`config.mk`:
```
export PLATFORM = sky130hd
export DESIGN_NAME = ili9341_pixel_gen
export DESIGN_NICKNAME = d
export VERILOG_FILES = /design/src/rtl/ili9341_pixel_gen.sv
export SDC_FILE = /design/constraint.sdc
export NUM_CORES = 1
export LEC_CHECK = 0
export BUFFER_PORTS_ARGS = -buffer_cell sky130_fd_sc_hd__buf_2
export CAP_MARGIN = 15
export CELL_PAD_IN_SITES_DETAIL_PLACEMENT = 1
export CELL_PAD_IN_SITES_GLOBAL_PLACEMENT = 2
export CORE_ASPECT_RATIO = 2
export CORE_MARGIN = 10
export CORE_UTILIZATION = 33
export CTS_BUF_LIST = sky130_fd_sc_hd__clkbuf_8
export CTS_CLUSTER_SIZE = 12
export DETAILED_ROUTE_END_ITERATION = 6
export PLACE_DENSITY_LB_ADDON = 0.25
export SYNTH_ARGS = -nofsm -noshare
export SYNTH_HDL_FRONTEND = slang
export SYNTH_SLANG_ARGS = --single-unit
```
`constraint.sdc`:
```
create_clock -name clk_input_data -period 3.95 [get_ports clk_input_data]
set_input_delay 0.395 -clock clk_input_data [delete_from_list [all_inputs] [get_ports clk_input_data]]
set_output_delay 0.395 -clock clk_input_data [all_outputs]
set_load 0.02 [all_outputs]
```
`src/rtl/ili9341_pixel_gen.sv`:
```
`timescale 1ns/1ps
// ILI9341 test-pattern source: raster-scans an H_RES x V_RES frame and paints a
// mood-coloured background with an inverted (optionally blinking) box.
module ili9341_pixel_gen #(
  parameter int H_RES        = 320,
  parameter int V_RES        = 240,
  parameter int BOX_X0       = 110,
  parameter int BOX_Y0       = 70,
  parameter int BOX_W        = 100,
  parameter int BOX_H        = 100,
  parameter int BLINK_FRAMES = 30
) (
  input  logic                       clk_input_data,
  input  logic                       rst,
  input  logic                       enable,
  input  logic [2:0]                 mood,
  output logic [15:0]                pixel_data,
  output logic [$clog2(H_RES)-1:0]   pixel_x,
  output logic [$clog2(V_RES)-1:0]   pixel_y,
  output logic                       frame_done,
  output logic [0:0]                 o_dbg_state
);

  localparam int XW = $clog2(H_RES);
  localparam int YW = $clog2(V_RES);
  localparam int FW = (2 * BLINK_FRAMES > 2) ? $clog2(2 * BLINK_FRAMES) : 1;

  localparam logic [0:0] ST_WAIT = 1'b0;
  localparam logic [0:0] ST_RUN  = 1'b1;

  localparam logic [XW-1:0] X_LAST  = XW'(H_RES - 1);
  localparam logic [YW-1:0] Y_LAST  = YW'(V_RES - 1);
  localparam logic [XW-1:0] BX_LO   = XW'(BOX_X0);
  localparam logic [XW-1:0] BX_HI   = XW'(BOX_X0 + BOX_W - 1);
  localparam logic [YW-1:0] BY_LO   = YW'(BOX_Y0);
  localparam logic [YW-1:0] BY_HI   = YW'(BOX_Y0 + BOX_H - 1);
  localparam logic [FW-1:0] FC_LAST = FW'(2 * BLINK_FRAMES - 1);
  localparam logic [FW-1:0] FC_HALF = FW'(BLINK_FRAMES);

  if (H_RES < 2 || V_RES < 2) begin : g_bad_frame
    $error("ili9341_pixel_gen: frame must be at least 2x2");
  end
  if (BOX_W < 1 || BOX_H < 1 || BOX_X0 < 0 || BOX_Y0 < 0 ||
      BOX_X0 + BOX_W > H_RES || BOX_Y0 + BOX_H > V_RES) begin : g_bad_box
    $error("ili9341_pixel_gen: box does not fit inside the frame");
  end
  if (BLINK_FRAMES < 1) begin : g_bad_blink
    $error("ili9341_pixel_gen: BLINK_FRAMES must be at least 1");
  end

  logic [0:0]    r_state;
  logic [15:0]   r_pixel_data;
  logic [XW-1:0] r_x;
  logic [YW-1:0] r_y;
  logic          r_frame_done;
  logic [2:0]    r_active_mood;
  logic [FW-1:0] r_frame_cnt;

  logic [XW-1:0] w_nx;
  logic [YW-1:0] w_ny;
  logic          w_at_origin;
  logic          w_last;
  logic [2:0]    w_mood;
  logic [15:0]   w_bg;
  logic          w_in_box;
  logic          w_blank;
  logic [15:0]   w_colour;

  function automatic logic [15:0] f_bg(input logic [2:0] m);
    case (m)
      3'd0:    f_bg = 16'hFFE0;
      3'd1:    f_bg = 16'h07FF;
      3'd2:    f_bg = 16'hF800;
      3'd3:    f_bg = 16'h780F;
      3'd4:    f_bg = 16'h0000;
      default: f_bg = 16'h001F;
    endcase
  endfunction

  // Position the next edge will present; leaving WAIT always starts at the origin.
  always_comb begin
    w_nx = '0;
    w_ny = '0;
    if (r_state == ST_RUN) begin
      if (r_x == X_LAST) begin
        w_nx = '0;
        w_ny = (r_y == Y_LAST) ? '0 : r_y + 1'b1;
      end else begin
        w_nx = r_x + 1'b1;
        w_ny = r_y;
      end
    end
  end

  // The origin pixel already uses the freshly sampled mood, so colour and latch agree.
  always_comb begin
    w_at_origin = (w_nx == '0) && (w_ny == '0);
    w_last      = (w_nx == X_LAST) && (w_ny == Y_LAST);
    w_mood      = w_at_origin ? mood : r_active_mood;
    w_bg        = f_bg(w_mood);
    w_in_box    = (w_nx >= BX_LO) && (w_nx <= BX_HI) &&
                  (w_ny >= BY_LO) && (w_ny <= BY_HI);
    w_blank     = (w_mood == 3'd2) && (r_frame_cnt >= FC_HALF);
    w_colour    = (w_in_box && !w_blank) ? ~w_bg : w_bg;
  end

  always_ff @(posedge clk_input_data) begin
    if (!rst) begin
      r_state       <= ST_WAIT;
      r_pixel_data  <= 16'h0000;
      r_x           <= '0;
      r_y           <= '0;
      r_frame_done  <= 1'b0;
      r_active_mood <= 3'd0;
      r_frame_cnt   <= '0;
    end else begin
      r_frame_done <= 1'b0;
      if (enable) begin
        r_state      <= ST_RUN;
        r_x          <= w_nx;
        r_y          <= w_ny;
        r_pixel_data <= w_colour;
        r_frame_done <= w_last;
        if (w_at_origin) begin
          r_active_mood <= mood;
        end
        if (w_last) begin
          r_frame_cnt <= (r_frame_cnt == FC_LAST) ? '0 : r_frame_cnt + 1'b1;
        end
      end
    end
  end

  assign pixel_data  = r_pixel_data;
  assign pixel_x     = r_x;
  assign pixel_y     = r_y;
  assign frame_done  = r_frame_done;
  assign o_dbg_state = r_state;

endmodule

```
==> impl_results.md <==
* Post-synth EDFFs at 0
* Clk_skew at 7.55 ps
* Mapped Avg Cell Area at 7.36 um2
* Startpoint types: register
* Initial DRC count at 95
* Gpl congestion at 0.898
* Share of cells above drive strength 1 at 21.8%
* Worst Hold Path Cells at 3
* CTS root buffer: clkbuf_8
* Least-Margin Pin Slew at 915 ps
* Post-synthesis adder-cell area fraction at 2.05%
* Total core area at 7270 um2
* TritonCTS clock tree: built
* Vias in the first global route at 2,706
* F_max at 0.280 GHz
* # DRC at 0
* Worst Path Arrival at 3810 ps
* Final Util at 38.5%
* # H-tree levels at 2
* Standard-cell rows at 44
* Setup Viol. Count Final at 0
* Via density at 5.79
* Comb pwr share at 20.5%
* Busiest grt layer: met2
* Critical Path RT at 4180 ps
* First-pass GRT wire length at 14,200 um
* Port bufs at 40
* Seq/Total Area, Yosys at 27.0%
* GRT Resource Usage Total at 15.8%
* CTS Hold Bufs at 0
* Async SR Flop Fraction at 0%
* Die width at 80.8 um
* GR Util met1 at 14.5%
* PwrDens at 284 nW/um2
* Number of CTS-inserted buffers at 5
* Crit end category: register
* Clock Latency Late Sink at 300 ps
* Slew HR at 38.9%
* Syn Std Cell Area at 2440 um2
* Synth Area in XOR/XNOR at 2.87%
* Compound-cell area share of the yosys netlist at 22.8%
* Initial antenna violation count at 0
* Register-to-Register Path Depth at 10
* # placed instances at 448
* P_leak at 1.10 nW
* Post-Syn Nets at 342
* #FFs+latches synth at 33
* Max-slew violations at 0
* Netlist cell types at 59
* Synth Area in Simple Gates at 32.1%
* # IOs at 41
* TNS Setup at 0 ps
* Switching part of the total power at 32.0%
* Crit share post-route at 90.5%
* Largest net degree at the start of global routing at 29
* Part of the power in registers at 45.1%
* Die height at 142 um
* VDD IR max at 172 uV
* Worst Path Max Fanout at 12
* Sw Pwr at 254 uW
* Synth Warn # at 0
* Critical path class: reg -> reg
* Overflow left after global routing at 0
* GRT met2 Usage at 30.6%
* Worst hold-check path type: in -> reg
* Largest family of logic cells by synthesized area: simple AND/OR/NAND/NOR gates
* CTS Sinks at 33
* Period minus WS final at 3570 ps
* Post-Synthesis Cells at 332
* Met3 usage at 2.34%
* Drt first pass iters at 4
* Synth Flop Type: dfxtp_1
* Post-CTS Setup Bufs at 0
* P_int at 539 uW
* Antenna Cells at 0
* Vias at 2,634
* Die Footprint at 11,500 um2
* DP Wirelength at 6870 um
* Status: finished clean
* Max-cap violations at 0
* Finished Layout Cells at 455
* Final Power at 793 uW
* Post-route antenna net violation count at 0
* Wirelength per Cell at 19.4 um
* Clk buf depth at 2
* Area Growth Syn to Fin at 14.4%
* RSZ-0062 raised after global routing: false
* Initial Util at 33.6%
* Nets at 373
* Detailed Route WL at 8830 um
* Clock power share at 34.4%
* Multiplexer share of the synthesized area at 4.71%
* Clk pin slew, worst setup/hold paths at 80 ps
* Final hold violations at 0
worst paths after layout:
check / startpoint / to / slack (ps)
min: mood[0] / r_active_mood[0]$_SDFFE_PN0P_ / 410
max: pixel_x[0]$_SDFFE_PN0P_ / pixel_data[4]$_SDFFE_PN0P_ / 380
min reg2reg: pixel_data[15]$_SDFFE_PN0P_ / pixel_data[15]$_SDFFE_PN0P_ / 490
max reg2reg: pixel_x[0]$_SDFFE_PN0P_ / pixel_data[4]$_SDFFE_PN0P_ / 380
Yosys cell counts, types with 2 or more instances:
cell	n	share of area [%]
nand2b_1	3	0.77
nor4_1	2	0.51
dfxtp_1	33	27
buf_4	11	3.4
ha_1	4	2.0
nor2b_1	8	2.0
mux2i_1	7	2.9
or2_2	6	1.5
a21boi_0	2	0.61
o2111ai_1	2	0.72
a32oi_1	3	1.1
nor4b_1	2	0.72
nor2_1	38	5.8
clkbuf_2	2	0.41
a21oi_1	29	5.9
nor3_1	9	1.8
or3_1	4	1.0
nor3b_1	3	0.92
a31oi_1	6	1.5
a211oi_1	6	1.8
and2_1	3	0.77
buf_2	7	1.4
clkbuf_1	12	1.8
nand4b_1	3	1.1
nand3b_1	4	1.2
and3_1	5	1.3
nand2_1	25	3.8
inv_1	8	1.2
nand4_1	4	1.0
o21ai_0	18	3.7
and4b_1	2	0.82
a31o_2	2	0.72
o21a_1	2	0.61
o31ai_1	2	0.61
nand3_1	20	4.1
xnor2_1	8	2.9
mux2_2	4	1.8
a2111oi_0	2	0.72
state kept, by name, indices dropped and copies added (netlist names):
| register | cells |
|---|---|
| o_dbg_state | 1 |
| pixel_y | 8 |
| pixel_data | 5 |
| r_frame_cnt | 6 |
| r_active_mood | 3 |
| frame_done | 1 |
| pixel_x | 9 |
per-layer routing:
metal	wire length, um	up-vias
met5	0	-
met4	346	0
met3	285	22
met2	5090	54
met1	3120	1299
li1	-	1259
power by group through the flow:
stage          logic [mW]  clock network, mW  registers [mW]
6_report            0.162              0.273           0.358
5_1_grt             0.176              0.294           0.360
4_1_cts             0.164              0.283           0.358
3_5_place_dp        0.163                  0           0.366
3_3_place_gp        0.163                  0           0.365
2_1_floorplan       0.109                  0           0.372
timing repair:
action	CTS	global route
endpoints found under the setup margin	0	2
gates resized for setup	0	1
hold endpoints to repair	0	0
cells in the final DEF, fill, tap and decap left out, drive strengths merged, types with 3 or more instances in the layout:
master and instances:
buf 56, nor2 38, dfxtp 33, a21oi 29, nand2 25, nand3 20
o21ai 18, inv 9, nor3 9, nor2b 8, xnor2 8, mux2i 7
or2 7, a31oi 6, a211oi 6, clkbuf 6, and3 6, nand4 4
or3 4, nand3b 4, mux2 4, ha 4, nand4b 3, a32oi 3
nand2b 3, nor3b 3, and2 3, a2111oi 3
area by class of cell:
cell class,instances,area [um2]
clock inverter,1,3.75
timing repair buffer,56,320
inverter,9,33.8
sequential,33,661
clock buffer,6,82.6
fill,957,4470
tap,92,115
multi-input combinational,258,1580
kinds of logic after synthesis:
kind of cell               count (synthesis)
muxes                                     11
DFF                                       33
adders and majority gates                  4
AOI/OAI and AO/OA                         87
xor gates and xnor gates                   8
and+or+nand+nor                          148
buffers and inverters                     41
stage by stage:
| step | hold WS [ps] | setup WS, ps | area, um2 |
|---|---|---|---|
| 3_3_place_gp | 467 | 391 | 2710 |
| 6_report | 413 | 375 | 2800 |
| 2_1_floorplan | 457 | 702 | 2440 |
| 3_5_place_dp | 477 | 284 | 2710 |
| 5_1_grt | 428 | 92.1 | 2800 |
| 4_1_cts | 405 | 240 | 2790 |
critical path, stage by stage (launching register included):
cell and delay [ps]:
dfxtp_1 510, ha_2 380, and4b_1 310, a21oi_1 110, a32oi_1 360, o2111ai_1 190
or4b_4 610, a2111oi_0 500, a21oi_1 110, mux2_2 300, a21oi_1 130
No activity file was read; power rests on OpenSTA's default activity.
